--- src/rtl/gyro_demodulator.sv ---
// gyro_demodulator
//   Synchronous square-wave demodulator for the fibre-optic gyro loop. The
//   detector samples are multiplied by +1 in the HIGH modulation half and by
//   -1 in the LOW half. Settling samples after each phase edge are dropped.
//   The per-period sums are averaged over 2^shift periods, and the result is
//   sent to the loop filter as one signed error word.
//
// Ports
//   i_clk        clock, all logic on posedge
//   i_rst        synchronous active-high reset
//   i_status     modulation phase (1 = HIGH half, 0 = LOW half)
//   i_adc_valid  i_adc_data qualifies this cycle
//   i_adc_data   signed detector sample, ADC_BIT wide
//   i_skip       valid samples discarded after every phase edge
//   i_avg_shift  log2 of the number of periods averaged per output
//   o_err        signed averaged error, ACC_BIT wide
//   o_err_valid  one-cycle strobe, o_err updated
//   o_sat        some accumulation inside the emitted block clamped
//   o_locked     the first period has been opened by a rising phase edge
module gyro_demodulator #(
  parameter int ADC_BIT  = 14,
  parameter int ACC_BIT  = 32,
  parameter int SKIP_BIT = 16
) (
  input  logic                       i_clk,
  input  logic                       i_rst,
  input  logic                       i_status,
  input  logic                       i_adc_valid,
  input  logic signed [ADC_BIT-1:0]  i_adc_data,
  input  logic        [SKIP_BIT-1:0] i_skip,
  input  logic        [2:0]          i_avg_shift,
  output logic signed [ACC_BIT-1:0]  o_err,
  output logic                       o_err_valid,
  output logic                       o_sat,
  output logic                       o_locked
);

  localparam logic signed [ACC_BIT-1:0] ACC_MAX = {1'b0, {(ACC_BIT-1){1'b1}}};
  localparam logic signed [ACC_BIT-1:0] ACC_MIN = {1'b1, {(ACC_BIT-1){1'b0}}};

  typedef enum logic [1:0] {SYNC, SKIP, ACC} state_t;

  // Saturating add. The MSB of the result flags that clamping took place.
  function automatic logic [ACC_BIT:0] sat_add(input logic signed [ACC_BIT-1:0] a,
                                               input logic signed [ACC_BIT-1:0] b);
    logic signed [ACC_BIT:0] s;
    s = $signed({a[ACC_BIT-1], a}) + $signed({b[ACC_BIT-1], b});
    if (s[ACC_BIT] != s[ACC_BIT-1]) begin
      return {1'b1, (s[ACC_BIT] ? ACC_MIN : ACC_MAX)};
    end
    return {1'b0, s[ACC_BIT-1:0]};
  endfunction

  state_t                     state, state_nx;
  logic                       status_d;
  logic        [SKIP_BIT-1:0] skip_cnt, skip_cnt_nx;
  logic signed [ACC_BIT-1:0]  per_acc, blk_acc;
  logic        [7:0]          per_cnt;
  logic        [2:0]          shift;
  logic                       sat_flag;

  logic                       edge_det, rise, start, take, close, blk_done;
  logic signed [ACC_BIT-1:0]  smp, smp_signed;
  logic        [ACC_BIT:0]    per_sum, blk_sum;
  logic signed [ACC_BIT-1:0]  blk_val;
  logic        [7:0]          per_cnt_inc;

  assign edge_det   = i_status ^ status_d;
  assign rise       = i_status & ~status_d;
  assign smp        = ACC_BIT'(i_adc_data);
  assign smp_signed = i_status ? smp : -smp;

  // start: a new half begins this cycle, and the edge-cycle sample already
  // belongs to it. This sample is either the first skipped one or, when
  // i_skip is zero, the first accumulated one.
  always_comb begin
    state_nx    = state;
    skip_cnt_nx = skip_cnt;
    start       = 1'b0;
    take        = 1'b0;
    case (state)
      SYNC: start = rise;
      SKIP: begin
        if (edge_det) begin
          start = 1'b1;
        end else if (skip_cnt == '0) begin
          state_nx = ACC;
          take     = i_adc_valid;
        end else if (i_adc_valid) begin
          skip_cnt_nx = skip_cnt - 1'b1;
        end
      end
      ACC: begin
        if (edge_det) start = 1'b1;
        else          take  = i_adc_valid;
      end
      default: state_nx = SYNC;
    endcase
    if (start) begin
      if (i_skip == '0) begin
        state_nx    = ACC;
        skip_cnt_nx = '0;
        take        = i_adc_valid;
      end else begin
        state_nx    = SKIP;
        skip_cnt_nx = i_skip - SKIP_BIT'(i_adc_valid);
      end
    end
  end

  // A rise outside SYNC closes the running period (HIGH half then LOW half).
  assign close       = rise && (state != SYNC);
  assign per_sum     = sat_add(per_acc, smp_signed);
  assign blk_sum     = sat_add(blk_acc, per_acc);
  assign blk_val     = blk_sum[ACC_BIT-1:0];
  assign per_cnt_inc = per_cnt + 8'd1;
  assign blk_done    = close && (per_cnt_inc == (8'd1 << shift));

  always_ff @(posedge i_clk) begin
    if (i_rst) begin
      state       <= SYNC;
      status_d    <= 1'b0;
      skip_cnt    <= '0;
      per_acc     <= '0;
      blk_acc     <= '0;
      per_cnt     <= '0;
      shift       <= '0;
      sat_flag    <= 1'b0;
      o_err       <= '0;
      o_err_valid <= 1'b0;
      o_sat       <= 1'b0;
      o_locked    <= 1'b0;
    end else begin
      status_d    <= i_status;
      state       <= state_nx;
      skip_cnt    <= skip_cnt_nx;
      o_err_valid <= 1'b0;

      if (state == SYNC && rise) begin
        o_locked <= 1'b1;
        shift    <= i_avg_shift;
      end

      // A rising edge restarts the period sum with the edge-cycle sample.
      if (rise) begin
        per_acc <= take ? smp_signed : '0;
      end else if (take) begin
        per_acc <= per_sum[ACC_BIT-1:0];
        if (per_sum[ACC_BIT]) sat_flag <= 1'b1;
      end

      if (close) begin
        if (blk_done) begin
          o_err       <= blk_val >>> shift;
          o_err_valid <= 1'b1;
          o_sat       <= sat_flag | blk_sum[ACC_BIT];
          blk_acc     <= '0;
          per_cnt     <= '0;
          sat_flag    <= 1'b0;
          shift       <= i_avg_shift;
        end else begin
          blk_acc <= blk_val;
          per_cnt <= per_cnt_inc;
          if (blk_sum[ACC_BIT]) sat_flag <= 1'b1;
        end
      end
    end
  end

endmodule
--- config.mk ---
export PLATFORM = sky130hd
export DESIGN_NAME = gyro_demodulator
export DESIGN_NICKNAME = d
export VERILOG_FILES = /design/src/rtl/gyro_demodulator.sv
export SDC_FILE = /design/constraint.sdc
export NUM_CORES = 1
export LEC_CHECK = 0
export CORE_MARGIN = 2
export CORE_UTILIZATION = 58
export DETAILED_ROUTE_END_ITERATION = 10
export PLACE_DENSITY = 0.76
export REMOVE_ABC_BUFFERS = 1
export SLEW_MARGIN = 0
export SYNTH_ARGS = -nofsm -noshare
export SYNTH_HDL_FRONTEND = slang
export SYNTH_SLANG_ARGS = --single-unit
export TNS_END_PERCENT = 20
--- constraint.sdc ---
create_clock -name i_clk -period 5.05 [get_ports i_clk]
set_input_delay 0.505 -clock i_clk [delete_from_list [all_inputs] [get_ports i_clk]]
set_output_delay 0.505 -clock i_clk [all_outputs]
set_load 0.02 [all_outputs]
==> out/results.txt <==
fraction of layout cells with a size suffix above 1 -> 7.56%
synth unique cells -> 87
Die Span X -> 147 µm
Fill cells -> 1839
Worst Path Required -> 5330 ps
final setup violating endpoints -> 0
number of standard cells after synthesis -> 1659
status -> finished, final reports clean
Worst-path clk slew -> 60 ps
Routed WL per cell -> 18.4 µm
measured slew at the worst slew-check pin -> 971 ps
TritonCTS clock tree -> built
effective utilization at floorplan -> 58.7%
HPWL Detailed -> 27200 µm
number of detailed-route iterations in the first pass -> 5
peak supply drop -> 0.266 mV
count of final max-slew check failures -> 0
Max-cap violations -> 0
routed vias/inst -> 6.44
warnings from Yosys -> 0
remaining number of nets flagged by the antenna check after routing -> 0
Hold Violations, Final -> 0
DP Cell Count -> 1945
worst relative slew slack -> 35.3%
Cell Count, Final, Fillers Out -> 1976
number of CTS-inserted buffers -> 17
CTS Sinks -> 130
Pwr Density -> 311 mW/mm²
minimum setup slack among reg-to-reg paths -> 290 ps
Die Outline Area -> 0.0216 mm²
average size of a mapped cell -> 7.14 µm²
count of pins on the block boundary -> 72
FMAX -> 210 MHz
H-tree depth -> 4
total power consumption of the routed design -> 4.19 mW
Clk Latency, worst-skew pair -> 430 ps
final worst clock skew -> 14.2 ps
floorplan row count -> 52
GRT Util Overall -> 33.4%
arrival time reported for the critical path endpoint -> 5050 ps
class of the most critical setup path -> reg -> reg
final hold slack -> 453 ps
largest fanout of any net on the critical path -> 39
CTS hold repair buffers -> 0
post-synthesis register bit count -> 130
Hold/Removal Path Class -> reg -> reg
global route overflow -> 0
vertical die dimension -> 147 µm
placeable core region -> 0.0202 mm²
unrepaired setup endpoints after global routing -> no
slack of the critical path -> 286 ps
DRC violation total after the first TritonRoute iteration -> 1224
Mapped Area -> 0.0118 mm²
kind of start point of the critical path -> flip-flop
NumNets Final -> 1812
share of flip-flops with an asynchronous set or reset -> 0%
Tcrit/Tclk final -> 94.3%
static leakage -> 5.50 nW
register area share after synthesis -> 22.0%
Clock Tree Buf Depth -> 2
Setup crit end kind -> flip-flop
minimum setup slack after placement -> 13.7 ps
layout overhead on the synthesized area -> 13.8%
number of diodes -> 0
min cycle time layout -> 4760 ps
post-route core utilization -> 66.8%
total wire length after detailed routing -> 36400 µm
input/output buffers -> 71
initial antenna violation count -> 0
remaining routing DRC violations -> 0
CTS Root Cell -> clkbuf_16
detailed-route via count -> 12700
Post-CTS Setup Repair Bufs -> 0
number of global-route vias before repair -> 11800
global placement routability congestion -> 0.937
global-route wire length before repair -> 59400 µm
maximum number of pins on one net before global-route repair -> 58
Post-synth EDFFs -> 0
Primary FF master, synth -> dfxtp_1
==> synth_stat cells (19+ instances only) <==
cell        n  area [µm²]
xnor2_1    39         342
inv_1      48         180
a211oi_1   30         225
a21o_1     39         293
a21oi_1   173         866
mux2i_1    19         190
a31oi_1    32         200
ha_1       79         988
and3_1     23         144
xor2_1     48         420
nor3_1     76         380
clkbuf_1   88         330
o211ai_1   30         225
nand3_1    60         300
o21ai_0    93         465
nand2_1   149         559
nor2_1    197         739
nand4_1    21         131
dfxtp_1   130        2600
==> cells in the final DEF (no fill, tap or decap), types with 6 or more instances in the layout <==
master | synthesis | final
nor2_1 | 197 | 197
a21oi_1 | 173 | 173
nand2_1 | 149 | 149
dfxtp_1 | 130 | 130
o21ai_0 | 93 | 93
ha_1 | 79 | 79
nor3_1 | 76 | 76
clkdlybuf4s50_1 | 0 | 70
nand3_1 | 60 | 60
buf_4 | 3 | 58
inv_1 | 48 | 48
xor2_1 | 48 | 48
a21o_1 | 39 | 39
xnor2_1 | 39 | 39
a31oi_1 | 32 | 31
o211ai_1 | 30 | 30
a211oi_1 | 30 | 30
and3_1 | 23 | 23
nand4_1 | 21 | 21
mux2i_1 | 19 | 19
clkbuf_16 | 0 | 17
nor4_1 | 15 | 15
a22oi_1 | 15 | 15
nand2b_1 | 15 | 14
or3_1 | 13 | 13
o21a_1 | 12 | 12
o221ai_1 | 11 | 11
o31ai_1 | 11 | 11
nand3b_1 | 10 | 10
mux2_2 | 9 | 9
a311oi_1 | 9 | 9
o21bai_1 | 8 | 8
a22o_1 | 8 | 8
a211o_1 | 7 | 7
nor2b_1 | 7 | 7
and2_1 | 7 | 7
a221oi_1 | 7 | 7
or2_2 | 6 | 6
or4_1 | 6 | 6
==> critical path: stages (launching register included) <==
cell	delay [ps]
dfxtp_1	340
ha_1	400
o21ai_0	170
nor2_1	370
a31oi_2	250
a211o_1	410
a22oi_2	300
a21oi_1	140
o21bai_1	180
xor2_1	240
ha_1	330
buf_12	210
o21ai_2	210
o221ai_1	310
mux2_2	350
a211oi_1	330
nor3_1	70
==> state kept, by name, summed over array words and instances (netlist names) <==
| signal | flops |
|---|---|
| blk_acc | 32 |
| o_err | 32 |
| per_acc | 32 |
| skip_cnt | 16 |
| per_cnt | 8 |
| shift | 3 |
| state | 2 |
| o_err_valid | 1 |
| o_locked | 1 |
| o_sat | 1 |
| sat_flag | 1 |
| status_d | 1 |
==> through the flow <==
stage	instance area, µm²	TNS [ps]
floorplan	11400	-396
global placement	12900	0
detailed placement	12900	0
CTS	13500	0
global route	13500	0
finish	13500	0
==> final cells by class <==
type                            count  area [µm²]  area share (%)
Sequential cell                   130        2600            19.3
Tap cell                          270         338            2.51
Multi-Input combinational cell   1367        8600            63.8
Inverter                           49         184            1.36
Clock buffer                       18         439            3.26
Timing Repair Buffer              129        1160            8.57
Clock inverter                     13         160            1.19
==> cell families after synthesis <==
kind of cell               after synthesis  share of synthesized area [%]
AOI/OAI and AO/OA                      548                           30.2
buffers and inverters                  162                           5.51
muxes                                   28                           2.46
adders and majority gates               81                           8.68
xor gates and xnor gates                87                           6.43
DFF                                    130                           22.0
and+or+nand+nor                        623                           24.7
==> where the power goes <==
group	total [mW]	internal, mW	switching (mW)	leakage (nW)
Combinational	1.67	0.605	1.07	4.16
Clock	1.28	0.787	0.492	0.292
Sequential	1.24	1.14	0.0990	1.05
==> final timing paths <==
kind | startpoint | end | depth (start not counted)
worst max register to register | per_acc[6]$_SDFFE_PP0P_ | o_err[5]$_SDFFE_PP0P_ | 16
worst min-delay path | blk_acc[17]$_SDFFE_PP0P_ | blk_acc[17]$_SDFFE_PP0P_ | 2
worst max-delay path | per_acc[6]$_SDFFE_PP0P_ | o_err[5]$_SDFFE_PP0P_ | 16
worst min register to register | blk_acc[17]$_SDFFE_PP0P_ | blk_acc[17]$_SDFFE_PP0P_ | 2
==> layer usage <==
metal / wire, µm / part of all wire (%) / up-vias / track usage [%]
met5: 0 / 0 / - / 0
li1: - / - / 6192 / -
met3: 2610 / 7.2 / 65 / 5.47
met4: 760 / 2.1 / 0 / 10.3
met1: 16400 / 45 / 5935 / 45.4
met2: 16600 / 46 / 543 / 54.7
==> what timing repair did <==
action | in CTS | in global routing
gates resized for setup | 0 | 1
hold endpoints to repair | 0 | 0
setup endpoints to repair | 0 | 11
(Power assumes the default switching activity.)
